==> src/rtl/decoder_arb_pkg.sv <==
// Shared types and helpers for the 16-way round-robin decoder arbiter.
// Pure declarations; no latency or flow control of its own.
package decoder_arb_pkg;

    localparam int ARB_N     = 16;
    localparam int ARB_IDX_W = 4;

    typedef enum logic [1:0] {
        IDLE  = 2'd0,
        GRANT = 2'd1,
        GUARD = 2'd2
    } arb_state_t;

    // Bit i of the result is bit (i + sh) mod ARB_N of v, so bit 0 is the search start.
    function automatic logic [ARB_N-1:0] rot_right(input logic [ARB_N-1:0] v,
                                                   input logic [ARB_IDX_W-1:0] sh);
        logic [ARB_N-1:0] r;
        r = '0;
        for (int i = 0; i < ARB_N; i++) begin
            r[i] = v[ARB_IDX_W'(i) + sh];
        end
        return r;
    endfunction

    // Returns {found, index of lowest set bit}.
    function automatic logic [ARB_IDX_W:0] find_first(input logic [ARB_N-1:0] v);
        logic [ARB_IDX_W:0] res;
        res = '0;
        for (int i = ARB_N - 1; i >= 0; i--) begin
            if (v[i]) res = {1'b1, ARB_IDX_W'(i)};
        end
        return res;
    endfunction

endpackage

==> src/rtl/decoder_4to16_en.sv <==
// Enabled 4-to-16 one-hot decoder; purely combinational, zero latency.
// No flow control: output is all zero whenever enable is low.
module decoder_4to16_en
    import decoder_arb_pkg::*;
(
    input  logic [ARB_IDX_W-1:0] binary_in,
    input  logic                 enable,
    output logic [ARB_N-1:0]     decoder_out
);

    always_comb begin
        decoder_out = '0;
        if (enable) decoder_out[binary_in] = 1'b1;
    end

endmodule

==> src/rtl/decoder_rr_arbiter.sv <==
// Round-robin grant of a 4-to-16 decoder bus to 16 requesters, held until release or MAX_HOLD.
// 1-cycle request-to-grant; handover back-to-back, or with one dead cycle under DECODER_ARB_GUARD_EN.
module decoder_rr_arbiter
    import decoder_arb_pkg::*;
#(
    parameter int MAX_HOLD = 8
) (
    input  logic                 clk,
    input  logic                 reset_n,
    input  logic                 enable,
    input  logic [ARB_N-1:0]     req,
    output logic                 grant_valid,
    output logic [ARB_IDX_W-1:0] grant_index,
    output logic [ARB_N-1:0]     grant_onehot,
    output logic                 timeout
);

    localparam logic [7:0] HOLD_LAST = 8'(MAX_HOLD - 1);

    arb_state_t           state;
    arb_state_t           state_nxt;
    logic [ARB_IDX_W-1:0] ptr;
    logic [ARB_IDX_W-1:0] ptr_nxt;
    logic [ARB_IDX_W-1:0] index_nxt;
    logic [ARB_IDX_W-1:0] start;
    logic [ARB_IDX_W-1:0] offset;
    logic [ARB_IDX_W-1:0] winner;
    logic [7:0]           hold_cnt;
    logic [7:0]           hold_nxt;
    logic [ARB_N-1:0]     cand;
    logic [ARB_N-1:0]     rot;
    logic                 found;
    logic                 hold_last;
    logic                 held_req;
    logic                 release_now;
    logic                 forced;
    logic                 timeout_nxt;

    assign grant_valid = (state == GRANT);

    decoder_4to16_en u_dec (
        .binary_in   (grant_index),
        .enable      (grant_valid),
        .decoder_out (grant_onehot)
    );

    // While granted, the search starts just past the owner and skips it; this is exactly
    // where ptr lands on release, so one search serves both IDLE and handover.
    always_comb begin
        start           = grant_valid ? grant_index + 4'd1 : ptr;
        cand            = req & ~grant_onehot;
        rot             = rot_right(cand, start);
        {found, offset} = find_first(rot);
        winner          = start + offset;
    end

    assign hold_last   = (hold_cnt == HOLD_LAST);
    assign held_req    = req[grant_index];
    assign release_now = !held_req || hold_last;
    assign forced      = held_req && hold_last;

    always_comb begin
        state_nxt   = state;
        index_nxt   = grant_index;
        hold_nxt    = hold_cnt;
        ptr_nxt     = ptr;
        timeout_nxt = 1'b0;
        case (state)
            GRANT: begin
                if (!enable) begin
                    state_nxt = IDLE;
                    ptr_nxt   = grant_index + 4'd1;
                end else if (release_now) begin
                    ptr_nxt     = grant_index + 4'd1;
                    timeout_nxt = forced;
`ifdef DECODER_ARB_GUARD_EN
                    state_nxt   = GUARD;
`else
                    if (found) begin
                        state_nxt = GRANT;
                        index_nxt = winner;
                        hold_nxt  = 8'd0;
                    end else begin
                        state_nxt = IDLE;
                    end
`endif
                end else begin
                    hold_nxt = hold_cnt + 8'd1;
                end
            end
            default: begin
                if (enable && found) begin
                    state_nxt = GRANT;
                    index_nxt = winner;
                    hold_nxt  = 8'd0;
                end else begin
                    state_nxt = IDLE;
                end
            end
        endcase
    end

    always_ff @(posedge clk or negedge reset_n) begin
        if (!reset_n) begin
            state       <= IDLE;
            grant_index <= '0;
            hold_cnt    <= 8'd0;
            ptr         <= '0;
            timeout     <= 1'b0;
        end else begin
            state       <= state_nxt;
            grant_index <= index_nxt;
            hold_cnt    <= hold_nxt;
            ptr         <= ptr_nxt;
            timeout     <= timeout_nxt;
        end
    end

endmodule

==> config.mk <==
export PLATFORM = sky130hd
export DESIGN_NAME = decoder_rr_arbiter
export DESIGN_NICKNAME = d
export VERILOG_FILES = /design/src/rtl/decoder_arb_pkg.sv /design/src/rtl/decoder_4to16_en.sv /design/src/rtl/decoder_rr_arbiter.sv
export SDC_FILE = /design/constraint.sdc
export NUM_CORES = 1
export LEC_CHECK = 0
export ABC_CLOCK_PERIOD_IN_PS = 15800
export CAP_MARGIN = 20
export CORE_MARGIN = 10
export CORE_UTILIZATION = 45
export CTS_BUF_LIST = sky130_fd_sc_hd__clkbuf_16
export DETAILED_ROUTE_END_ITERATION = 12
export HOLD_SLACK_MARGIN = 0.1
export PLACE_DENSITY = 0.66
export SLEW_MARGIN = 5
export SYNTH_ARGS = -nofsm -noshare
export SYNTH_HDL_FRONTEND = slang
export SYNTH_SLANG_ARGS = --single-unit
==> constraint.sdc <==
create_clock -name clk -period 15.8 [get_ports clk]
set_input_delay 3.16 -clock clk [delete_from_list [all_inputs] [get_ports clk]]
set_output_delay 3.16 -clock clk [all_outputs]
set_load 0.01 [all_outputs]
; ---- Word-level counts from Yosys, hierarchy flattened
; Cells that the tools add are included.
[op_classes]
add_sub_neg = 18
magnitude_cmp = 18
eq_ne = 8
mux = 74
n_bitwise = 2
n_reduce_logical = 9
[ops]
columns = op, count
row1 = $lt A4 B5 Y1 const B, 17
row2 = $mux W5, 16
row3 = $bmux W1 S4, 17
row4 = $mux W8, 5
row5 = $add A4 B4 Y4 const A, 8
row6 = $mux W4, 8
row7 = $mux W1, 23
row8 = $add A3 B4 Y4 const A, 4
row9 = $and A16 B16 Y16, 1
row10 = $mux W16, 1
row11 = $not A16 Y16, 1
row12 = $add A2 B4 Y4 const A, 2
row13 = $add A8 B1 Y8 const B, 1
row14 = $eq A8 B3 Y1 const B, 1
row15 = $mux W2, 3
row16 = $ne A2 B1 Y1 const B, 3
row17 = $add A1 B4 Y4 const A, 1
row18 = $add A4 B1 Y4 const B, 1
row19 = $add A4 B4 Y4, 1
row20 = $demux W1 S4, 1
row21 = $ge A4 B1 Y1 const B, 1
row22 = $reduce_and A4 Y1, 1
row23 = $logic_and A1 B1 Y1, 3
row24 = $ne A3 B2 Y1 const B, 1
row25 = 8 further kinds, 8
[word_totals]
regBits = 19
output_inout_bits = 22
elab_cells = 134

; ---- Depth between registers and ports, before layout
[logic_depth]
word_depth = 30
depth_mapped = 22
depth_no_buf = 19

; ---- By module
; A second synthesis with hierarchy kept.
[unflattened]
hier_cells = 288
hier_area_um2 = 2593.7
[modules_own_cells]
columns = mod, n_inst, cells_per_inst, area_per_inst_um2, seq_area_each_um2
row1 = decoder_rr_arbiter, 1, 265, 2476.1, 450.4
row2 = decoder_4to16_en, 1, 23, 117.6, 0.0

; ---- Worst setup path after synthesis
; OpenSTA, ideal clock, no wires.
[synth_path]
path_kind = in2reg
start = in req[11]
end = reg grant_index[3]
setup_ns = 0.129
arrival_ns = 6.034
t_required_ns = 15.671
slack_ns = 9.637
cell_stages = 15
path_buffers = 0
cell_sequence = o21ai_0 -> mux2i_1 -> mux2_2 -> mux4_2 -> a21oi_2 -> a21boi_1 -> o31ai_1 -> a31o_2 -> a311oi_1 -> ha_1 -> a21o_1 -> a21oi_1 -> xor2_1 -> xnor2_1 -> o21ai_1
[synth_via]
elab_chain_cells = 24
[synth_rtl]
columns = item, line_no
row1 = start: declaration, decoder_rr_arbiter.sv:11  ; input logic [ARB_N-1:0] req,
row2 = $and A16 B16 Y16, decoder_rr_arbiter.sv:51  ; cand = req & ~grant_onehot;
row3 = $bmux W1 S4, decoder_arb_pkg.sv:20  ; r[i] = v[ARB_IDX_W'(i) + sh];
row4 = $mux W1 (not written as such), decoder_arb_pkg.sv:20
row5 = $mux W5 (16 in a row), decoder_arb_pkg.sv:30  ; if (v[i]) res = {1'b1, ARB_IDX_W'(i)};
row6 = $add A4 B4 Y4, decoder_rr_arbiter.sv:54  ; winner = start + offset;
row7 = $mux W4, decoder_rr_arbiter.sv:79  ; if (found) begin
row8 = $mux W4, decoder_rr_arbiter.sv:73  ; end else if (release_now) begin
row9 = $mux W4, decoder_rr_arbiter.sv:70  ; if (!enable) begin
row10 = $mux W4, decoder_rr_arbiter.sv:68  ; case (state)
row11 = end signal: assignment, decoder_rr_arbiter.sv:112  ; grant_index <= index_nxt;
row12 = end: declaration, decoder_rr_arbiter.sv:13  ; output logic [ARB_IDX_W-1:0] grant_index,
; Several ways; a longest one is shown, not always the timed one. The select of a mux whose other input is x is not followed.
; A chain may end at the register's enable or synchronous reset.

; ---- Final worst setup path
; Same ends and word-level chain as after synthesis.

==> impl_metrics.py <==
metrics = {
    "layout": {
        "layout_commonest_cell": "clkdlybuf4s50_1",
        "antennaDiodeCount": 0,
        "drive_gt1_frac": 0.175,
        "finish.utilization": 0.548,
        "mostFrequentLayoutCells": "clkdlybuf4s50_1 (40), nor2_1 (29), o21ai_0 (20), mux2i_1 (20), o211ai_1 (19)",
        "syn_to_final_growth_pct": 15.8,
        "n_fill_cell": 553,
        "nets": 368,
    },
    "synth": {
        "ys_seq_area_frac": 0.158,
        "synthArstFlopShare": 1.00,
        "synthTopCellsByArea": "dfrtp_1 (16%), mux4_2 (13%), mux2i_1 (7.0%)",
        "synth_fp_nets": 340,
        "yosys.area.top_type": "dfrtp_1",
        "synthesis.area_um2": 2850,
        "synth_edf_count": 0,
        "synthCells": 310,
        "yosysTopAreaCellShare": 0.158,
        "syn_area_per_cell_um2": 9.20,
        "synth-main-ff-cell": "dfrtp_1",
        "ys_seq_elements": 18,
        "ys_warn_count": 0,
        "synth_cell_type_count": 58,
    },
    "die": {
        "io_pins": 41,
        "core_area_um2": 6030,
        "dieArea_um2": 9920,
        "start_util": 0.473,
        "die_h_um": 99.6,
        "num_rows": 28,
        "die_width_um": 99.6,
    },
    "global_route": {
        "antenna_found_initial": 0,
        "grt_overflow": 0,
        "grt_max_degree": 20,
        "grt_pass1_vias": 2492,
        "grtUsageTotal": 0.157,
        "grt_pass1_wl_mm": 13.0,
    },
    "setup_path": {
        "path_max_fanout": 5,
        "start_kind": "primary input",
        "arrival_ns": 6.75,
        "worstSetupEndpointType": "flip-flop",
        "required_ns": 15.93,
        "crit_type": "in -> reg",
    },
    "clock_network": {
        "root_buffer": "clkbuf_16",
        "clockBufferDepth": 2,
        "cts_tree": "built",
        "htree_levels": 1,
        "post-cts-setup-buffers": 0,
        "clk_latency_ns": 0.25,
        "cts_buffers": 3,
        "clkTransAtPathRegs_ns": 0.05,
        "cts_resized": 0,
        "postCtsHoldBufs": 0,
        "cts_sinks": 18,
    },
    "timing": {
        "fin_tns_setup_ns": 0,
        "relSlewSlack": 0.470,
        "skew_ns": 0.00211,
        "grt_setup_unrepaired": "false",
        "fin_crit_ns": 6.62,
        "setup-violations-final": 0,
        "hold_violations": 0,
        "worst_slew_pin_slew_ns": 0.792,
        "period_share": 0.419,
        "drv_slew": 0,
        "max_freq_mhz": 151,
    },
    "detailed_routing": {
        "viasPerCell": 6.25,
        "antenna_left": 0,
        "drtIter0Drc": 176,
        "vias": 2574,
        "first_pass_iters": 4,
        "wire_per_inst_um": 18.8,
        "route.detailed.drc": 0,
        "finalWirelength_mm": 7.75,
    },
    "min_path": {
        "hold_path.class": "reg -> reg",
    },
    "placement": {
        "gp_congestion": 0.940,
        "port_buffers": 40,
        "hpwl_mm": 6.29,
    },
    "status": {
        "outcome": "complete, no violations",
    },
    "job": {
        "maxCapViolations": 0,
    },
}
[through the flow]
stage               cells  worst slack [ns]  area (um2)  hold WS [ns]
finish                412              9.18        3300         0.547
global route          412              8.92        3300         0.556
CTS                   412              9.20        3300         0.543
detailed placement    408              8.95        3220         0.529
global placement      408              8.97        3220         0.520
floorplan             310              9.64        2850         0.494
[kinds of logic after synthesis]
logic type	share of synthesized area
AOI/OAI and AO/OA	0.245
xor gates and xnor gates	0.0426
adders and majority gates	0.0509
buffers and inverters	0.0627
DFF	0.158
muxes	0.272
and+or+nand+nor	0.169
[worst max-delay path, cell delays in order]
cell	delay [ns]
clkdlybuf4s50_1	0.43
o21ai_0	0.12
mux2i_1	0.17
mux2_2	0.34
mux4_2	0.51
a21oi_2	0.21
a21boi_1	0.19
o31ai_1	0.08
a31o_2	0.25
a311oi_1	0.28
ha_1	0.28
a21o_1	0.18
a21oi_1	0.16
xor2_1	0.19
xnor2_1	0.14
o21ai_1	0.07
[cell type report]
cell class              instances  area, um2  area share
flip-flops and latches         18        450       0.136
multi-input cells             261       2220       0.673
clock buffers                   3       75.1      0.0227
inverters                      14       55.1      0.0167
repair buffers                 40        400       0.121
clock inverters                 1       3.75     0.00114
well taps                      75       93.8      0.0284
[flip-flops by register name, summed over array words and instances (netlist names)]
signal / flops
grant_index: 4
hold_cnt: 8
ptr: 4
state: 1
timeout: 1
[path summary, 6_finish.rpt]
| check | startpoint | to | slack, ns | cells past startpoint |
|---|---|---|---|---|
| min reg2reg | hold_cnt[4] | hold_cnt[4] | 0.55 | 1 |
| min in group asynchronous | reset_n | ptr[3] | 3.37 | 1 |
| max reg2reg | grant_index[0] | grant_index[3] | 10.22 | 18 |
| max in group asynchronous | reset_n | hold_cnt[0] | 11.94 | 1 |
| min | hold_cnt[4] | hold_cnt[4] | 0.55 | 1 |
| max | req[11] | grant_index[3] | 9.18 | 16 |
[cell usage after synthesis (3+ instances only)]
library cell and instances:
xor2_1 7, o21ai_1 8, a21oi_1 8, o31ai_1 3, xnor2_1 5, nor2b_1 4
buf_2 3, inv_1 10, o21ai_0 20, mux2_2 14, mux2i_1 20, o21a_1 10
o211ai_1 19, nand2_1 18, inv_2 3, ha_1 10, o221ai_1 4, nor2_1 29
buf_6 5, o2111ai_1 4, nand2_2 4, nand3_1 11, mux4_2 16, dfrtp_1 18
nor3_1 6, clkbuf_1 5, nand2b_1 6
[per-layer routing]
metal,vias to the layer above,track usage,share of wire
met5,-,0,0
met4,0,0.0452,0.018
met3,11,0.0166,0.040
met2,53,0.247,0.47
met1,1273,0.220,0.47
li1,1237,-,-
Power is not shown: default switching activity piles up to over one toggle a cycle in this logic, so the estimate is an artifact.
